<file path="config.mk">
export PLATFORM = sky130hd
export DESIGN_NAME = stage_ex_mc
export DESIGN_NICKNAME = d
export VERILOG_FILES = /design/src/rtl/common_pkg.sv /design/src/rtl/alu.sv /design/src/rtl/mul_pipe.sv /design/src/rtl/stage_ex_mc.sv
export SDC_FILE = /design/constraint.sdc
export NUM_CORES = 2
export LEC_CHECK = 0
export CAP_MARGIN = 15
export CELL_PAD_IN_SITES_DETAIL_PLACEMENT = 1
export CELL_PAD_IN_SITES_GLOBAL_PLACEMENT = 2
export CORE_MARGIN = 1.5
export CORE_UTILIZATION = 41
export CTS_CLUSTER_DIAMETER = 60
export CTS_CLUSTER_SIZE = 20
export DETAILED_ROUTE_END_ITERATION = 16
export GPL_ROUTABILITY_DRIVEN = 0
export PLACE_DENSITY_LB_ADDON = 0.1
export SYNTH_ARGS = -nofsm -noshare
export SYNTH_HDL_FRONTEND = slang
export SYNTH_SLANG_ARGS = --single-unit
</file>
<file path="constraint.sdc">
create_clock -name clk -period 26.5 [get_ports clk]
set_input_delay 6.625 -clock clk [delete_from_list [all_inputs] [get_ports clk]]
set_output_delay 6.625 -clock clk [all_outputs]
set_load 0.03 [all_outputs]
</file>
<file path="src/rtl/common_pkg.sv">
// Shared execute-stage types: operand selects, ALU functions, flag bundle and FSM states.
package common;

  localparam int EX_MUL_LAT = 4;

  typedef logic [4:0] regid_t;

  typedef enum logic { MUX_A_REGFILE, MUX_A_PC  } mux_a_t;
  typedef enum logic { MUX_B_REGFILE, MUX_B_IMM } mux_b_t;

  typedef enum logic [2:0] {
    FUNC_ADD, FUNC_SUB, FUNC_AND, FUNC_OR, FUNC_XOR, FUNC_SLT, FUNC_SLL, FUNC_SRL
  } func_t;

  typedef enum logic { TLBW_OFF, TLBW_ON } tlbwrite_t;

  typedef struct packed {
    logic      mem;
    logic      store;
    logic      isbyte;
    logic      mul;
    logic      regw;
    logic      jump;
    logic      branch;
    logic      iret;
    tlbwrite_t tlbwrite;
  } ex_flags_t;

  typedef enum logic { EX_IDLE, EX_MUL } ex_state_t;

endpackage

</file>
<file path="src/rtl/alu.sv">
// Single-cycle combinational ALU used by the execute stage.
module alu import common::*; #(
  parameter int XLEN = 32
) (
  input  logic [XLEN-1:0] a,
  input  logic [XLEN-1:0] b,
  input  func_t           func,
  output logic [XLEN-1:0] y
);

  localparam int SW = $clog2(XLEN);

  always_comb begin
    y = '0;
    case (func)
      FUNC_ADD: y = a + b;
      FUNC_SUB: y = a - b;
      FUNC_AND: y = a & b;
      FUNC_OR:  y = a | b;
      FUNC_XOR: y = a ^ b;
      FUNC_SLT: y = {{(XLEN-1){1'b0}}, $signed(a) < $signed(b)};
      FUNC_SLL: y = a << b[SW-1:0];
      FUNC_SRL: y = a >> b[SW-1:0];
      default:  y = '0;
    endcase
  end

endmodule

</file>
<file path="src/rtl/mul_pipe.sv">
// Registered multiplier: operands captured on start, product valid MUL_LAT-1 edges later
// and held until the next start; MUL_LAT==1 degenerates to a combinational product.
module mul_pipe #(
  parameter int XLEN    = 32,
  parameter int MUL_LAT = 4
) (
  input  logic            clk,
  input  logic            rst,
  input  logic            start,
  input  logic [XLEN-1:0] a,
  input  logic [XLEN-1:0] b,
  output logic [XLEN-1:0] p
);

  generate
    if (MUL_LAT == 1) begin : g_comb
      assign p = a * b;
    end else begin : g_pipe
      logic [XLEN-1:0] stg [MUL_LAT-1];

      // Stage 0 only loads on start, so the tail settles on the product and stays there.
      always_ff @(posedge clk) begin
        if (rst) begin
          for (int i = 0; i < MUL_LAT-1; i++) stg[i] <= '0;
        end else begin
          if (start) stg[0] <= a * b;
          for (int i = 1; i < MUL_LAT-1; i++) stg[i] <= stg[i-1];
        end
      end

      assign p = stg[MUL_LAT-2];
    end
  endgenerate

endmodule

</file>
<file path="src/rtl/stage_ex_mc.sv">
// Multi-cycle execute stage: 1-cycle ALU ops, MUL_LAT-cycle multiply with input stall,
// valid/ready hold on the output, synchronous flush.
module stage_ex_mc import common::*; #(
  parameter  int XLEN     = 32,
  parameter  int MUL_LAT  = EX_MUL_LAT,
  parameter  int NTHREADS = 4,
  localparam int TW       = (NTHREADS > 1) ? $clog2(NTHREADS) : 1
) (
  input  logic            clk,
  input  logic            rst,
  input  logic            flush,
  input  logic            id_valid,
  output logic            id_ready,
  input  logic [TW-1:0]   id_thread,
  input  logic [XLEN-1:0] id_pc,
  input  logic [XLEN-1:0] id_r1,
  input  logic [XLEN-1:0] id_r2,
  input  logic [XLEN-1:0] id_imm,
  input  mux_a_t          id_a,
  input  mux_b_t          id_b,
  input  func_t           id_alu_func,
  input  regid_t          id_dst,
  input  ex_flags_t       id_flags,
  output logic            tl_valid,
  input  logic            tl_ready,
  output logic [TW-1:0]   tl_thread,
  output logic [XLEN-1:0] tl_pc,
  output regid_t          tl_dst,
  output logic [XLEN-1:0] tl_r2,
  output ex_flags_t       tl_flags,
  output logic [XLEN-1:0] tl_data,
  output logic            tl_isequal
);

  localparam int CW = (MUL_LAT > 1) ? $clog2(MUL_LAT) : 1;

  ex_state_t       state;
  logic [CW-1:0]   cnt;
  logic [XLEN-1:0] op_a, op_b, alu_y, prod;
  logic            fire_in, fire_out, out_free;
  ex_flags_t       flags_in;

  logic [TW-1:0]   sb_thread;
  logic [XLEN-1:0] sb_pc, sb_r2;
  regid_t          sb_dst;
  ex_flags_t       sb_flags;
  logic            sb_isequal;

  assign op_a     = (id_a == MUX_A_REGFILE) ? id_r1 : id_pc;
  assign op_b     = (id_b == MUX_B_REGFILE) ? id_r2 : id_imm;
  assign out_free = !tl_valid || tl_ready;
  assign id_ready = !flush && (state == EX_IDLE) && out_free;
  assign fire_in  = id_valid && id_ready;
  assign fire_out = tl_valid && tl_ready;

  // TLB writes are resolved further down the pipe, never here.
  always_comb begin
    flags_in          = id_flags;
    flags_in.tlbwrite = TLBW_OFF;
  end

  alu #(.XLEN(XLEN)) u_alu (.a(op_a), .b(op_b), .func(id_alu_func), .y(alu_y));

  mul_pipe #(.XLEN(XLEN), .MUL_LAT(MUL_LAT)) u_mul (
    .clk(clk), .rst(rst), .start(fire_in && id_flags.mul),
    .a(id_r1), .b(id_r2), .p(prod)
  );

  always_ff @(posedge clk) begin
    if (rst) begin
      state      <= EX_IDLE;
      cnt        <= '0;
      tl_valid   <= 1'b0;
      tl_thread  <= '0;
      tl_pc      <= '0;
      tl_dst     <= '0;
      tl_r2      <= '0;
      tl_flags   <= '0;
      tl_data    <= '0;
      tl_isequal <= 1'b0;
      sb_thread  <= '0;
      sb_pc      <= '0;
      sb_dst     <= '0;
      sb_r2      <= '0;
      sb_flags   <= '0;
      sb_isequal <= 1'b0;
    end else if (flush) begin
      tl_valid <= 1'b0;
      state    <= EX_IDLE;
      cnt      <= '0;
    end else begin
      if (fire_out) tl_valid <= 1'b0;
      case (state)
        EX_IDLE: begin
          if (fire_in) begin
            if (id_flags.mul && MUL_LAT > 1) begin
              state      <= EX_MUL;
              cnt        <= CW'(MUL_LAT-1);
              sb_thread  <= id_thread;
              sb_pc      <= id_pc;
              sb_dst     <= id_dst;
              sb_r2      <= id_r2;
              sb_flags   <= flags_in;
              sb_isequal <= (id_r1 == id_r2);
            end else begin
              tl_valid   <= 1'b1;
              tl_thread  <= id_thread;
              tl_pc      <= id_pc;
              tl_dst     <= id_dst;
              tl_r2      <= id_r2;
              tl_flags   <= flags_in;
              tl_data    <= id_flags.mul ? prod : alu_y;
              tl_isequal <= (id_r1 == id_r2);
            end
          end
        end
        EX_MUL: begin
          // Parked at cnt==1 until the output register can take the product.
          if (cnt != CW'(1)) begin
            cnt <= cnt - 1'b1;
          end else if (out_free) begin
            tl_valid   <= 1'b1;
            tl_thread  <= sb_thread;
            tl_pc      <= sb_pc;
            tl_dst     <= sb_dst;
            tl_r2      <= sb_r2;
            tl_flags   <= sb_flags;
            tl_data    <= prod;
            tl_isequal <= sb_isequal;
            state      <= EX_IDLE;
            cnt        <= '0;
          end
        end
        default: state <= EX_IDLE;
      endcase
    end
  end

endmodule

</file>
==> reports/summary.txt <==
Worst Reg2Reg Path Length in Cells: 10
period utilization: 58.5%
Layout fillers: 10.3k
DRC: 0
FP Rows: 108
Crit path max-delay family: buffers and inverters
critical path type: in2out
H-tree depth: 1
hold_buf cts: 0
Fin. Hold Viols: 0
R2R setup slack: 23.34 ns
fin util: 46.9%
Worst EP required: 19.88 ns
IO Pins: 269
Pwr Density: 158 mW/mm²
setup TNS: 0 ns
CP peak stage delay: 0.81 ns
# resized after CTS: 0
run status: completed
Initial DRT Pass Iterations: 5
share of layout cells above drive strength 1: 4.75%
Critical path buffers and inverters: 2
Slowest-stage cell, CP: clkdlybuf4s50_1
Achievable Freq: 64.5 MHz
Max VDD drop: 336 µV
commonest register cell after synthesis: dfxtp_1
first-pass GRT wire length: 220 mm
Logic pwr share: 83.2%
switch share: 51.9%
leakage power: 17.5 nW
Hold Crit Start: sb_r2[17]
Die Height: 299 µm
Clk Latency, worst-skew pair: 0.60 ns
Flop pwr share: 10.2%
RSZ-0062 raised after global routing: no
Synth Register Bits: 292
final setup fails: 0
Worst Tran Pin Value: 1.10 ns
Synth Instances: 4228
overall die width: 299 µm
xor/xnor share of the synthesized area: 3.22%
Final nets: 5176
maximum fanout along the worst path: 5
drt via density: 5.68
CTS max path bufs: 3
Vias: 31.6k
EDFF count, synth: 96
largest family of logic cells by synthesized area: adder cells
post-synthesis mux area share: 7.09%
Routed Antenna Nets: 0
syn avg cell area: 8.49 µm²
Setup crit start kind: input port
type of the worst min-delay path: reg2reg
Crit. End Element: output port
cells along the critical path: clkdlybuf4s50_1 -> nor2b_1 -> nor3_1 -> clkdlybuf4s50_1
hold path cells: 2
CTS tree: yes
dpl hpwl: 111 mm
Synth Area in Compound Gates: 13.3%
CTS sink cnt: 292
most common cell after layout, fill and taps aside: nand2_1
area grow syn2layout: 13.3%
total CTS buffers: 28
fin. max-slew vios: 0
DP Cell Count: 5500
Worst Skew: 0.0188 ns
Routed WL: 148 mm
most frequent CP cell: clkdlybuf4s50_1
register area: 0.00681 mm²
GR Overflow Total: 0
CORE AREA: 0.0868 mm²
Starting Density: 41.4%
# Max-Cap Violations: 0
relative slew slack: 24.2%
R2R Path End: tl_data[23]
Non-Filler Instances: 5556
largest net degree at the start of global routing: 175
die area: 0.0894 mm²
synth unique cells: 90
Async SR Flop Fraction: 0%
area of the multi-input gates: 0.0263 mm²
initial drt markers: 2328
clock share of power: 6.6%
Root Driver: clkbuf_16
Post-Synthesis Cell Area: 0.0359 mm²
reg-to-reg critical path startpoint: state
GRT Util Overall: 33.2%
most frequent cells in the layout: nand2_1, inv_1, fa_1, nor2_1
Synth Area in Simple Gates: 17.6%
register area share after synthesis: 19.0%
routed length per instance: 26.7 µm
Post-CTS Setup Inserts: 0
Clk pin slew, worst setup/hold paths: 0.06 ns
fin crit period: 15.49 ns
CP arrival: 8.87 ns
Cell Int Power: 3.10 mW
number of global-route vias before repair: 33.1k
PortBufs: 266
initial antenna violation count: 9
Ys Warns: 0
WHS Endpoint: sb_r2[17]
Synth Area in Adders: 31.1%
Psw: 3.34 mW
==> area by class of cell <==
| cell class | count | area share (%) |
|---|---|---|
| multi-input cells | 3196 | 64.5 |
| inverters | 508 | 4.69 |
| well taps | 1155 | 3.55 |
| repair buffers | 349 | 8.06 |
| clock inverters | 21 | 0.541 |
| flip-flops and latches | 292 | 16.7 |
| diodes | 4 | 0.0246 |
| clock buffers | 31 | 1.85 |
==> logic make-up after synthesis <==
kind of cell | Yosys count
AO/OA/AOI/OAI | 739
XOR/XNOR | 132
adder cells (fa/ha/maj) | 647
buffers and inverters | 803
flip-flops | 292
multiplexers | 244
other | 2
AND/OR/NAND/NOR | 1369
==> registers in the layout, indices dropped and copies added, names as in the netlist <==
name	count
sb_flags	8
sb_thread	2
tl_pc	32
tl_valid	1
sb_r2	32
sb_dst	5
sb_isequal	1
tl_isequal	1
tl_data	32
cnt	2
tl_r2	32
u_mul.g_pipe.stg	96
sb_pc	32
state	1
tl_flags	8
tl_dst	5
tl_thread	2
==> synth_stat cells, types with 6 or more instances <==
| cell type | instances | area share, % |
|---|---|---|
| a2111oi_0 | 6 | 0.15 |
| a211oi_1 | 123 | 2.6 |
| a21boi_0 | 7 | 0.15 |
| a21o_1 | 15 | 0.31 |
| a21oi_1 | 260 | 3.6 |
| a221o_1 | 6 | 0.17 |
| a221oi_1 | 14 | 0.34 |
| a22oi_1 | 11 | 0.23 |
| a31oi_1 | 16 | 0.28 |
| and2_1 | 252 | 4.4 |
| and3_1 | 17 | 0.30 |
| buf_1 | 17 | 0.18 |
| buf_2 | 29 | 0.40 |
| buf_4 | 8 | 0.17 |
| buf_6 | 7 | 0.22 |
| clkbuf_1 | 233 | 2.4 |
| dfxtp_1 | 196 | 11 |
| edfxtp_1 | 96 | 8.0 |
| fa_1 | 410 | 23 |
| ha_1 | 237 | 8.3 |
| inv_1 | 497 | 5.2 |
| inv_2 | 10 | 0.10 |
| mux2_2 | 11 | 0.34 |
| mux2i_1 | 218 | 6.1 |
| mux2i_2 | 11 | 0.42 |
| nand2_1 | 584 | 6.1 |
| nand2b_1 | 14 | 0.24 |
| nand3_1 | 38 | 0.53 |
| nand4_1 | 8 | 0.14 |
| nor2_1 | 290 | 3.0 |
| nor2b_1 | 82 | 1.4 |
| nor3_1 | 37 | 0.52 |
| nor4_1 | 13 | 0.23 |
| o211ai_1 | 30 | 0.63 |
| o21a_1 | 9 | 0.19 |
| o21ai_0 | 104 | 1.4 |
| o21ai_1 | 24 | 0.33 |
| o221ai_1 | 13 | 0.32 |
| o22ai_1 | 21 | 0.37 |
| o31ai_1 | 10 | 0.21 |
| or3_1 | 11 | 0.19 |
| xnor2_1 | 94 | 2.3 |
| xor2_1 | 38 | 0.93 |
==> worst register-to-register path, cell delays in order (launching register included) <==
cell and delay, ns:
dfxtp_4 0.44, nor3b_1 0.30, a21oi_1 0.12, or3_1 0.61, buf_4 0.35, nand2_1 0.11
a21oi_1 0.13, a211oi_1 0.23, o21ai_0 0.12, a221oi_1 0.53, nor2_1 0.10
==> power groups by stage <==
stage	sequential, mW	clock [mW]	combinational (mW)
3_3_place_gp	0.666	0	5.33
4_1_cts	0.658	0.440	5.46
6_report	0.657	0.428	5.36
3_5_place_dp	0.668	0	5.41
5_1_grt	0.662	0.455	5.99
2_1_floorplan	0.677	0	3.71
==> how the worst max path moves through the flow <==
stage / endpoint / start / slack (ns) / cells after the start
floorplan: id_ready / flush / 12.31 / 2
global placement: id_ready / tl_ready / 11.02 / 4
detailed placement: id_ready / tl_ready / 11.02 / 4
CTS: id_ready / tl_ready / 11.02 / 4
global route: id_ready / tl_ready / 10.84 / 4
finish: id_ready / tl_ready / 11.01 / 4
==> metrics by stage <==
step           hold WS [ns]  instance area [µm²]  worst slack, ns  power, mW
2_1_floorplan         0.434                36100            12.31       4.39
3_3_place_gp          0.441                39700            11.02       6.00
3_5_place_dp          0.447                39700            11.02       6.08
4_1_cts               0.458                40700            11.02       6.56
5_1_grt               0.473                40700            10.84       7.10
6_report              0.457                40700            11.01       6.44
==> layer usage <==
layer  vias up  track usage, %  routed length [µm]
met4         8            14.3                7220
met3       303            4.75               10400
li1      14042               -                   -
met5         -               0                  57
met1     16001            43.4               61700
met2      1207            54.7               69100
(Power assumes the default switching activity.)
